## config.mk

```make
export PLATFORM = sky130hd
export DESIGN_NAME = mul_sequencer
export DESIGN_NICKNAME = d
export VERILOG_FILES = /design/src/rtl/mul_pkg.sv /design/src/rtl/mul_result_cache.sv /design/src/rtl/mul_sequencer.sv
export SDC_FILE = /design/constraint.sdc
export NUM_CORES = 1
export LEC_CHECK = 0
export ABC_CLOCK_PERIOD_IN_PS = 3030
export BUFFER_PORTS_ARGS = -buffer_cell sky130_fd_sc_hd__buf_2
export CELL_PAD_IN_SITES_DETAIL_PLACEMENT = 0
export CELL_PAD_IN_SITES_GLOBAL_PLACEMENT = 1
export CORE_MARGIN = 2
export CORE_UTILIZATION = 42
export CTS_CLUSTER_DIAMETER = 150
export DETAILED_ROUTE_END_ITERATION = 16
export HOLD_SLACK_MARGIN = 0.06
export PLACE_DENSITY = 0.87
export RECOVER_POWER = 50
export SLEW_MARGIN = 20
export SYNTH_ARGS = -nofsm -noshare
export SYNTH_HDL_FRONTEND = slang
export SYNTH_SLANG_ARGS = --single-unit
```

## constraint.sdc

```tcl
create_clock -name clk -period 3.03 [get_ports clk]
set_input_delay 0.1515 -clock clk [delete_from_list [all_inputs] [get_ports clk]]
set_output_delay 0.1515 -clock clk [all_outputs]
set_load 0.005 [all_outputs]
```

## src/rtl/mul_pkg.sv

```systemverilog
// mul_pkg: shared types and helpers for the RV32M multiply path.
//   mul_op_e    - multiply operation encoding (matches req_op / mul_op).
//   mul_state_e - sequencer FSM states.
//   FUNCT3_*    - funct3 values used by the decoder for the same operations.
//   select_word - picks the architecturally visible word of a full product.
package mul_pkg;

    // Width the shared helper is built for; mul_sequencer's XLEN must match it.
    localparam int unsigned MUL_XLEN = 32;

    typedef enum logic [1:0] {
        OP_MUL    = 2'd0,
        OP_MULH   = 2'd1,
        OP_MULHSU = 2'd2,
        OP_MULHU  = 2'd3
    } mul_op_e;

    typedef enum logic [1:0] {
        ST_IDLE,
        ST_ISSUE,
        ST_WAIT,
        ST_RESP
    } mul_state_e;

    localparam logic [2:0] FUNCT3_MUL    = 3'b000;
    localparam logic [2:0] FUNCT3_MULH   = 3'b001;
    localparam logic [2:0] FUNCT3_MULHSU = 3'b010;
    localparam logic [2:0] FUNCT3_MULHU  = 3'b011;

    // MUL returns the low word; every MULH variant returns the high word.
    function automatic logic [MUL_XLEN-1:0] select_word(
        input mul_op_e               op,
        input logic [2*MUL_XLEN-1:0] product
    );
        return (op == OP_MUL) ? product[MUL_XLEN-1:0] : product[2*MUL_XLEN-1:MUL_XLEN];
    endfunction

endpackage

```

## src/rtl/mul_result_cache.sv

```systemverilog
// mul_result_cache: single-entry cache of the last completed multiplier product.
//   clk, reset            - clock, synchronous active-high reset (invalidates).
//   load                  - capture ld_rs1/ld_rs2/ld_op/ld_prod and mark valid.
//   invalidate            - drop the entry (wins over load).
//   lk_rs1/lk_rs2/lk_op   - lookup tag of the incoming request.
//   hit                   - lookup matches the stored entry.
//   prod                  - stored full product.
module mul_result_cache
    import mul_pkg::*;
#(
    parameter int unsigned XLEN = 32
) (
    input  logic              clk,
    input  logic              reset,
    input  logic              load,
    input  logic              invalidate,
    input  logic [XLEN-1:0]   ld_rs1,
    input  logic [XLEN-1:0]   ld_rs2,
    input  mul_op_e           ld_op,
    input  logic [2*XLEN-1:0] ld_prod,
    input  logic [XLEN-1:0]   lk_rs1,
    input  logic [XLEN-1:0]   lk_rs2,
    input  mul_op_e           lk_op,
    output logic              hit,
    output logic [2*XLEN-1:0] prod
);

    logic              valid_q, valid_d;
    logic [XLEN-1:0]   rs1_q, rs1_d;
    logic [XLEN-1:0]   rs2_q, rs2_d;
    mul_op_e           op_q, op_d;
    logic [2*XLEN-1:0] prod_q, prod_d;

    always_comb begin
        valid_d = valid_q;
        rs1_d   = rs1_q;
        rs2_d   = rs2_q;
        op_d    = op_q;
        prod_d  = prod_q;
        if (invalidate) begin
            valid_d = 1'b0;
        end else if (load) begin
            valid_d = 1'b1;
            rs1_d   = ld_rs1;
            rs2_d   = ld_rs2;
            op_d    = ld_op;
            prod_d  = ld_prod;
        end
    end

    always_ff @(posedge clk) begin
        if (reset) begin
            valid_q <= 1'b0;
            rs1_q   <= '0;
            rs2_q   <= '0;
            op_q    <= OP_MUL;
            prod_q  <= '0;
        end else begin
            valid_q <= valid_d;
            rs1_q   <= rs1_d;
            rs2_q   <= rs2_d;
            op_q    <= op_d;
            prod_q  <= prod_d;
        end
    end

    // The low product word is signedness-independent, so MUL may reuse any op.
    assign hit  = valid_q && (lk_rs1 == rs1_q) && (lk_rs2 == rs2_q) &&
                  ((lk_op == OP_MUL) || (lk_op == op_q));
    assign prod = prod_q;

endmodule

```

## src/rtl/mul_sequencer.sv

```systemverilog
// mul_sequencer: issue/response controller between execute and the multi-cycle
// multiplier. Accepts one request, answers zero operands and repeated operands
// from the last product directly, otherwise starts the multiplier and waits for
// done or a watchdog timeout.
//   req_*   - request handshake (op, operands, destination tag).
//   resp_*  - response handshake (selected word, echoed tag, timeout flag).
//   mul_*   - multiplier interface: latched operands/op, start pulse, done, product.
//   idle    - no request in flight and no response pending.
module mul_sequencer
    import mul_pkg::*;
#(
    parameter int unsigned XLEN           = MUL_XLEN,
    parameter int unsigned TIMEOUT_CYCLES = 64
) (
    input  logic              clk,
    input  logic              reset,
    input  logic              req_valid,
    output logic              req_ready,
    input  logic [1:0]        req_op,
    input  logic [XLEN-1:0]   req_rs1,
    input  logic [XLEN-1:0]   req_rs2,
    input  logic [4:0]        req_rd,
    output logic              resp_valid,
    input  logic              resp_ready,
    output logic [XLEN-1:0]   resp_data,
    output logic [4:0]        resp_rd,
    output logic              resp_err,
    output logic [XLEN-1:0]   mul_rs1,
    output logic [XLEN-1:0]   mul_rs2,
    output logic [1:0]        mul_op,
    output logic              mul_start,
    input  logic              mul_done,
    input  logic [2*XLEN-1:0] mul_product,
    output logic              idle
);

    localparam int unsigned CNT_W = $clog2(TIMEOUT_CYCLES) + 1;

    mul_state_e        state_q, state_d;
    mul_op_e           op_q, op_d;
    logic [XLEN-1:0]   rs1_q, rs1_d;
    logic [XLEN-1:0]   rs2_q, rs2_d;
    logic [4:0]        rd_q, rd_d;
    logic [XLEN-1:0]   data_q, data_d;
    logic              err_q, err_d;
    logic [CNT_W-1:0]  cnt_q, cnt_d;

    mul_op_e           req_op_e;
    logic              cache_hit;
    logic              cache_load;
    logic              cache_inval;
    logic [2*XLEN-1:0] cache_prod;

    assign req_op_e = mul_op_e'(req_op);

    mul_result_cache #(
        .XLEN (XLEN)
    ) u_cache (
        .clk        (clk),
        .reset      (reset),
        .load       (cache_load),
        .invalidate (cache_inval),
        .ld_rs1     (rs1_q),
        .ld_rs2     (rs2_q),
        .ld_op      (op_q),
        .ld_prod    (mul_product),
        .lk_rs1     (req_rs1),
        .lk_rs2     (req_rs2),
        .lk_op      (req_op_e),
        .hit        (cache_hit),
        .prod       (cache_prod)
    );

    always_comb begin
        state_d     = state_q;
        op_d        = op_q;
        rs1_d       = rs1_q;
        rs2_d       = rs2_q;
        rd_d        = rd_q;
        data_d      = data_q;
        err_d       = err_q;
        cnt_d       = cnt_q;
        cache_load  = 1'b0;
        cache_inval = 1'b0;
        unique case (state_q)
            ST_IDLE: begin
                if (req_valid) begin
                    op_d  = req_op_e;
                    rs1_d = req_rs1;
                    rs2_d = req_rs2;
                    rd_d  = req_rd;
                    err_d = 1'b0;
                    // Zero operand beats the cache; the multiplier stays idle.
                    if ((req_rs1 == '0) || (req_rs2 == '0)) begin
                        data_d  = '0;
                        state_d = ST_RESP;
                    end else if (cache_hit) begin
                        data_d  = select_word(req_op_e, cache_prod);
                        state_d = ST_RESP;
                    end else begin
                        state_d = ST_ISSUE;
                    end
                end
            end
            ST_ISSUE: begin
                cnt_d   = '0;
                state_d = ST_WAIT;
            end
            ST_WAIT: begin
                cnt_d = cnt_q + 1'b1;
                // done takes priority over a coincident timeout.
                if (mul_done) begin
                    data_d     = select_word(op_q, mul_product);
                    err_d      = 1'b0;
                    cache_load = 1'b1;
                    state_d    = ST_RESP;
                end else if (cnt_q == CNT_W'(TIMEOUT_CYCLES - 1)) begin
                    data_d      = '0;
                    err_d       = 1'b1;
                    cache_inval = 1'b1;
                    state_d     = ST_RESP;
                end
            end
            ST_RESP: begin
                if (resp_ready) begin
                    err_d   = 1'b0;
                    state_d = ST_IDLE;
                end
            end
            default: state_d = ST_IDLE;
        endcase
    end

    always_ff @(posedge clk) begin
        if (reset) begin
            state_q <= ST_IDLE;
            op_q    <= OP_MUL;
            rs1_q   <= '0;
            rs2_q   <= '0;
            rd_q    <= '0;
            data_q  <= '0;
            err_q   <= 1'b0;
            cnt_q   <= '0;
        end else begin
            state_q <= state_d;
            op_q    <= op_d;
            rs1_q   <= rs1_d;
            rs2_q   <= rs2_d;
            rd_q    <= rd_d;
            data_q  <= data_d;
            err_q   <= err_d;
            cnt_q   <= cnt_d;
        end
    end

    assign req_ready  = (state_q == ST_IDLE);
    assign resp_valid = (state_q == ST_RESP);
    assign mul_start  = (state_q == ST_ISSUE);
    assign idle       = req_ready && !resp_valid;
    assign resp_data  = data_q;
    assign resp_rd    = rd_q;
    assign resp_err   = err_q;
    assign mul_rs1    = rs1_q;
    assign mul_rs2    = rs2_q;
    assign mul_op     = op_q;

endmodule

```

==> impl_metrics.py, run 1 <==
metrics = {
    "status": {
        "outcome": "completed",
    },
    "global_routing": {
        "overflow": 0,
        "grt_util_met1_pct": 32.5,
        "grt_pass1_vias": 9513,
        "grt_max_degree": 92,
        "grt_usage_pct": 23.6,
        "antenna_found_initial": 1,
        "grt_busiest_layer": "met2",
        "gr-usage-met2_pct": 38.7,
        "grt_pass1_wl_um": 50800,
        "groute.layer.met3.usage_pct": 3.31,
    },
    "drt": {
        "routed_via_density": 5.22,
        "wl_um": 32600,
        "drt_first_pass_iters": 6,
        "drcViolationCount": 0,
        "drt_iter0_markers": 877,
        "vias": 10300,
        "drt-wirelength-per-cell_um": 16.6,
        "ant_nets": 0,
    },
    "power_and_ir_drop": {
        "ir_worst_vdd_mv": 0.541,
        "cellPowerDensity_nw_per_um2": 756,
        "finalPower_mw": 10.7,
        "leakage_nw": 5.38,
    },
    "cells_and_area": {
        "drive_gt1_share_pct": 16.7,
        "area_growth_pct": 33.5,
        "fin_nets": 1765,
        "final_cell_count_no_fill": 1963,
        "finish.utilization_pct": 56.7,
    },
    "setup_path": {
        "worstSetupEndpointType": "flop",
        "path_delay_family": "buffers and inverters",
        "start_kind": "flop",
        "crit_buf_inv": 2,
        "reg2reg_slack_ns": 0.31,
        "path_max_fanout": 71,
        "cp.arrival_ns": 3.15,
        "critical_path_class": "reg -> reg",
        "cp_slowest_cell": "buf_2",
        "cp_slowest_stage_delay_ns": 1.03,
        "crit_chain": "inv_1 > ha_1 > and2_2 > buf_2 > nand2_1 > a21oi_1",
        "crit_required_ns": 3.47,
    },
    "clock_network": {
        "clk_pin_slew_ns": 0.06,
        "clock_latency_ns": 0.52,
        "ctsLongestPathBuffers": 3,
        "cts_root_buf": "clkbuf_16",
        "numCtsBuffers": 26,
        "cts_tree": "yes",
        "clock-sinks": 244,
        "cts.htree.levels": 1,
    },
    "synth": {
        "synth_cell_types": 41,
        "synthArstFlopShare_pct": 0,
        "synth_flop_cell": "dfxtp_1",
        "yosys_warnings": 0,
        "ys_ff_latch": 244,
        "syn_area_um2": 10600,
        "synth_top_area_share_pct": 46.1,
        "syn-instance-count": 1294,
        "syn_avg_cell_area_um2": 8.20,
        "synth_edf_count": 0,
        "syn_nets": 1439,
        "yosys.area.top_type": "dfxtp_1",
        "synth_area_leaders": "dfxtp_1 (46%), nand2_1 (15%), a21oi_1 (11%)",
        "synth-seq-area-share_pct": 46.1,
    },
    "sta": {
        "fmax_ghz": 0.368,
        "drv_slew": 0,
        "period_needed_ns": 2.72,
        "slew_headroom_pct": 4.94,
        "finalClockSkew_ns": 0.00853,
        "setup_viol": 0,
        "period_share_pct": 89.6,
        "finalHoldViolCount": 0,
        "tightestPinTransition_ns": 1.43,
        "holdWs_ns": 0.0752,
        "rsz0062_at_grt": "no",
        "finalSetupTns_ns": 0,
    },
    "flow_run": {
        "max_cap_viol_count": 0,
    },
    "floorplan": {
        "core.rowCount": 58,
        "ios": 248,
        "die_y_um": 163,
        "dieWidth_um": 163,
        "dieArea_um2": 26500,
        "initial_core_util_pct": 42.5,
        "placeableCoreArea_um2": 25000,
    },
    "placement": {
        "post-dp-hpwl_um": 20700,
        "port_buffers": 247,
        "placed_cells": 1787,
        "globalplace.congestion": 0.899,
    },
    "min_path": {
        "hold_path_class": "in -> reg",
    },
}
==> cell usage in the layout, fill, tap and decap left out, drive strengths merged, types with 2 or more instances in the layout <==
master / count
a21oi: 239
a221o: 2
a311oi: 32
and2: 2
buf: 198
clkbuf: 102
dfxtp: 244
diode: 2
dlygate4sd3: 135
ha: 5
inv: 18
mux2i: 64
nand2: 410
nand2b: 8
nand3: 3
nand4: 13
nor2: 12
nor2b: 4
nor3: 2
nor4: 27
o21ai: 5
o221ai: 2
o22a: 33
o22ai: 3
or2: 2
xnor2: 20
xor2: 35
==> state kept, by name (all words and copies together) (netlist names) <==
register and cells:
cnt_q 7, mul_op 2, mul_rs1 32, mul_rs2 32, resp_data 32, resp_err 1, resp_rd 5, state_q 2
u_cache.op_q 2, u_cache.prod 64, u_cache.rs1_q 32, u_cache.rs2_q 32, u_cache.valid_q 1
==> cell type report <==
cell class / instances / area, um^2
diodes: 2 / 5.00
clock buffers: 38 / 777
clock inverters: 1 / 5.00
fillers: 2302 / 10800
inverters: 18 / 67.6
multi-input cells: 933 / 5290
flip-flops and latches: 244 / 4880
well taps: 330 / 413
repair buffers: 397 / 2720
==> synthesized netlist by cell type (3+ instances only) <==
cell	instances
xor2_1	35
o22ai_1	3
o22a_1	33
nor2_1	12
mux2i_1	64
nor2b_1	4
nor4_1	27
a311oi_1	12
ha_1	5
a311oi_2	20
buf_1	9
buf_2	8
nand4_1	13
nand3_1	3
inv_1	18
a21oi_2	10
clkbuf_1	78
dfxtp_1	244
nand2_1	410
a21oi_1	229
nand2b_1	8
o21ai_0	5
xnor2_1	20
==> worst register-to-register path, cell delays in order, from the launching register on <==
cell and delay [ns]:
dfxtp_1 0.33, inv_1 0.11, ha_1 0.49, and2_2 0.24, buf_2 1.03, nand2_1 0.23
a21oi_1 0.21
==> final timing paths <==
kind              startpoint               end  cells after the start
min reg2reg  u_cache.prod[0]   u_cache.prod[0]                      2
max               state_q[0]       mul_rs1[13]                      6
max reg2reg       state_q[0]       mul_rs1[13]                      6
min                 mul_done  u_cache.prod[36]                      4
==> layer usage <==
layer  share of wire (%)  wire length, um
met1                  45            14700
met2                  47            15200
met3                 5.8             1890
met4                 2.4              791
met5                   0                0
==> repair_timing <==
action / in CTS / in global routing
gates resized for setup: 0 / 0
hold endpoints to repair: 135 / 0
setup buffers: 0 / 0
setup endpoints to repair: 0 / 0
hold buffers: 135 / 0
==> through the flow <==
stage | worst slack [ns] | instance area [um^2]
floorplan | 0.966 | 10600
global placement | 0.528 | 12100
detailed placement | 0.486 | 12100
CTS | 0.460 | 14200
global route | 0.158 | 14200
finish | 0.315 | 14200
==> where the power goes <==
| group | internal (mW) | switching (mW) | total (mW) |
|---|---|---|---|
| sequential | 3.74 | 0.364 | 4.10 |
| combinational | 1.39 | 2.23 | 3.62 |
| clock | 1.74 | 1.23 | 2.97 |
==> cells by family (layout without fill, tap and decap cells) <==
group	Yosys count	count (layout)	synth area share, %
AND/OR/NAND/NOR	485	485	18.6
adder cells (fa/ha/maj)	5	5	0.590
XOR/XNOR	55	55	4.54
AO/OA/AOI/OAI	324	324	19.7
other	0	2	0
buffers and inverters	117	454	4.48
flip-flops	244	244	46.1
multiplexers	64	64	6.04
Power figures use the tool's default switching activity.
==> run 2, diff against run 1 <==
--- a/config.mk
+++ b/config.mk
@@ -5,16 +5,17 @@
 export SDC_FILE = /design/constraint.sdc
 export NUM_CORES = 1
 export LEC_CHECK = 0
+export ABC_AREA = 1
 export ABC_CLOCK_PERIOD_IN_PS = 3030
 export BUFFER_PORTS_ARGS = -buffer_cell sky130_fd_sc_hd__buf_2
 export CELL_PAD_IN_SITES_DETAIL_PLACEMENT = 0
 export CELL_PAD_IN_SITES_GLOBAL_PLACEMENT = 1
 export CORE_MARGIN = 2
-export CORE_UTILIZATION = 42
+export CORE_UTILIZATION = 41
 export CTS_CLUSTER_DIAMETER = 150
 export DETAILED_ROUTE_END_ITERATION = 16
 export HOLD_SLACK_MARGIN = 0.06
-export PLACE_DENSITY = 0.87
+export PLACE_DENSITY = 0.88
 export RECOVER_POWER = 50
 export SLEW_MARGIN = 20
 export SYNTH_ARGS = -nofsm -noshare
==> impl_metrics.py, run 2 <==
metrics = {
    "status": {
        "outcome": "completed",
    },
    "global_routing": {
        "grt_pass1_vias": 10900,
        "grt_usage_pct": 22.8,
        "overflow": 0,
        "grt_pass1_wl_um": 54100,
        "grt_max_degree": 116,
        "antenna_found_initial": 0,
    },
    "clock_network": {
        "cts.htree.levels": 1,
        "ctsLongestPathBuffers": 3,
        "cts_root_buf": "clkbuf_16",
        "cts_resized": 0,
        "clk_pin_slew_ns": 0.06,
        "numCtsBuffers": 28,
        "clock_latency_ns": 0.54,
        "clock-sinks": 244,
        "cts_tree": "yes",
    },
    "sta": {
        "finalSetupTns_ns": 0,
        "drv_slew": 0,
        "period_needed_ns": 2.54,
        "rsz0062_at_grt": "no",
        "tightestPinTransition_ns": 0.893,
        "fmax_ghz": 0.393,
        "period_share_pct": 83.9,
        "finalHoldViolCount": 0,
        "setup_viol": 0,
        "finalClockSkew_ns": 0.0157,
        "slew_headroom_pct": 40.5,
        "fin_ws_ns": 0.489,
    },
    "synth": {
        "synthArstFlopShare_pct": 0,
        "synth_top_area_share_pct": 43.3,
        "synth.most_common_cell": "nor2_1",
        "ys_ff_latch": 244,
        "yosys.area.top_type": "dfxtp_1",
        "yosys-top-cells-count": "nor2_1 (305), o21ai_0 (279), nand2_1 (254), dfxtp_1 (244), a21oi_1 (194)",
        "yosys_warnings": 0,
        "syn_area_um2": 11300,
        "synth_area_leaders": "dfxtp_1 (43%), o21ai_0 (12%), nor2_1 (10%)",
        "syn_nets": 1837,
        "synth-seq-area-share_pct": 43.3,
        "syn_avg_cell_area_um2": 6.66,
        "synth_cell_types": 25,
        "syn-instance-count": 1692,
        "synth_edf_count": 0,
        "synth_flop_cell": "dfxtp_1",
    },
    "power_and_ir_drop": {
        "ir_worst_vdd_mv": 0.548,
        "leakage_nw": 6.49,
        "cellPowerDensity_nw_per_um2": 789,
    },
    "setup_path": {
        "path_max_fanout": 6,
        "critical_path_class": "reg -> reg",
        "crit_required_ns": 3.45,
        "cp.arrival_ns": 2.96,
        "start_kind": "flop",
        "worstSetupEndpointType": "flop",
    },
    "floorplan": {
        "initial_core_util_pct": 41.8,
        "dieArea_um2": 28800,
        "placeableCoreArea_um2": 27000,
        "ios": 248,
        "dieWidth_um": 170,
        "core.rowCount": 60,
        "die_y_um": 170,
    },
    "placement": {
        "globalplace.congestion": 0.797,
        "dpl-instance-area_um2": 12700,
        "post-dp-hpwl_um": 22000,
        "port_buffers": 247,
        "dp_slack_ns": 0.878,
    },
    "cells_and_area": {
        "fin_nets": 2164,
        "seqCellArea_um2": 4880,
        "drive_gt1_share_pct": 13.7,
        "multi_input_area_um2": 5240,
        "layout_common_cells": "nor2_1 (304), o21ai_0 (279), nand2_1 (253)",
        "fillers": 2673,
        "largest_reg_flops": 64,
        "area_growth_pct": 31.4,
        "finish.utilization_pct": 55.0,
        "final_common_cell": "nor2_1",
        "fin_area_um2": 14800,
    },
    "drt": {
        "routed_via_density": 4.95,
        "wl_met1_um": 14900,
        "drt_iter0_markers": 886,
        "top_layer": "met4",
        "drt_first_pass_iters": 5,
        "drt-wirelength-per-cell_um": 14.3,
        "ant_nets": 0,
        "wl_met2_um": 15800,
        "vias": 11800,
        "drcViolationCount": 0,
        "wl_um": 34000,
        "met3WireLength_um": 2370,
    },
    "min_path": {
        "hold_path_class": "in -> reg",
    },
    "flow_run": {
        "max_cap_viol_count": 0,
    },
}
## run 2: worst paths after layout
path | from | end | slack (ns) | cells after the start
max | cnt_q[0] | resp_err | 0.49 | 11
min | resp_ready | state_q[1] | 0.08 | 4
max reg2reg | cnt_q[0] | resp_err | 0.49 | 11
min reg2reg | u_cache.prod[11] | u_cache.prod[11] | 0.45 | 2
## run 2: power breakdown
group / leakage [nW] / total (mW) / switching, mW / internal, mW
sequential: 2.00 / 4.62 / 0.518 / 4.10
clock: 0.402 / 3.08 / 1.30 / 1.78
combinational: 4.09 / 3.99 / 2.45 / 1.53
total: 6.49 / 11.7 / 4.27 / 7.42
## run 2: area by class of cell
type                            instances  share of cell area [%]
Multi-Input combinational cell       1157                    35.4
Sequential cell                       244                    33.0
Timing Repair Buffer                  404                    18.5
Clock buffer                           40                    5.31
Inverter                              184                    4.71
Tap cell                              341                    2.88
Clock inverter                          5                   0.194
Antenna cell                            1                  0.0169
## run 2: cell families (layout without fill, tap and decap cells)
kind of cell    after synthesis  after routing  synth area share (%)
simple gates                658            658                  23.2
buf+inv                     291            633                  10.3
flops                       244            244                  43.3
fa+ha+maj                     5              5                 0.555
compound gates              485            485                  21.9
xor+xnor                      9              9                 0.699
other cells                   0              1                     0
## run 2: timing repair
item / in CTS / in global routing
setup buffers: 0 / 0
endpoints found under the hold margin: 140 / 0
setup endpoints to repair: 0 / 0
hold buffers: 137 / 0
## run 2: metrics by stage
step | hold slack (ns) | std cells | total power [mW]
3_3_place_gp | 0.404 | 2193 | 8.52
6_report | 0.0762 | 2376 | 11.7
2_1_floorplan | 0.221 | 1692 | 7.24
5_1_grt | 0.108 | 2375 | 12.6
3_5_place_dp | 0.419 | 2193 | 8.61
4_1_cts | 0.0603 | 2375 | 11.9
## run 2: critical path, stage by stage (launching register included)
cell and delay, ns:
dfxtp_1 0.35, ha_1 0.23, nand3_1 0.10, nor3_1 0.20, nand2_1 0.13, nand2_1 0.08, o21ai_1 0.12, a21oi_1 0.38
o21ai_0 0.16, nand2_1 0.08, a21oi_1 0.05, dlygate4sd3_1 0.55
## run 2: layer usage
layer / track usage [%] / vias up
met5: 0 / -
met4: 6.58 / 0
met3: 4.88 / 64
met2: 38.2 / 359
met1: 29.6 / 5255
li1: - / 6078
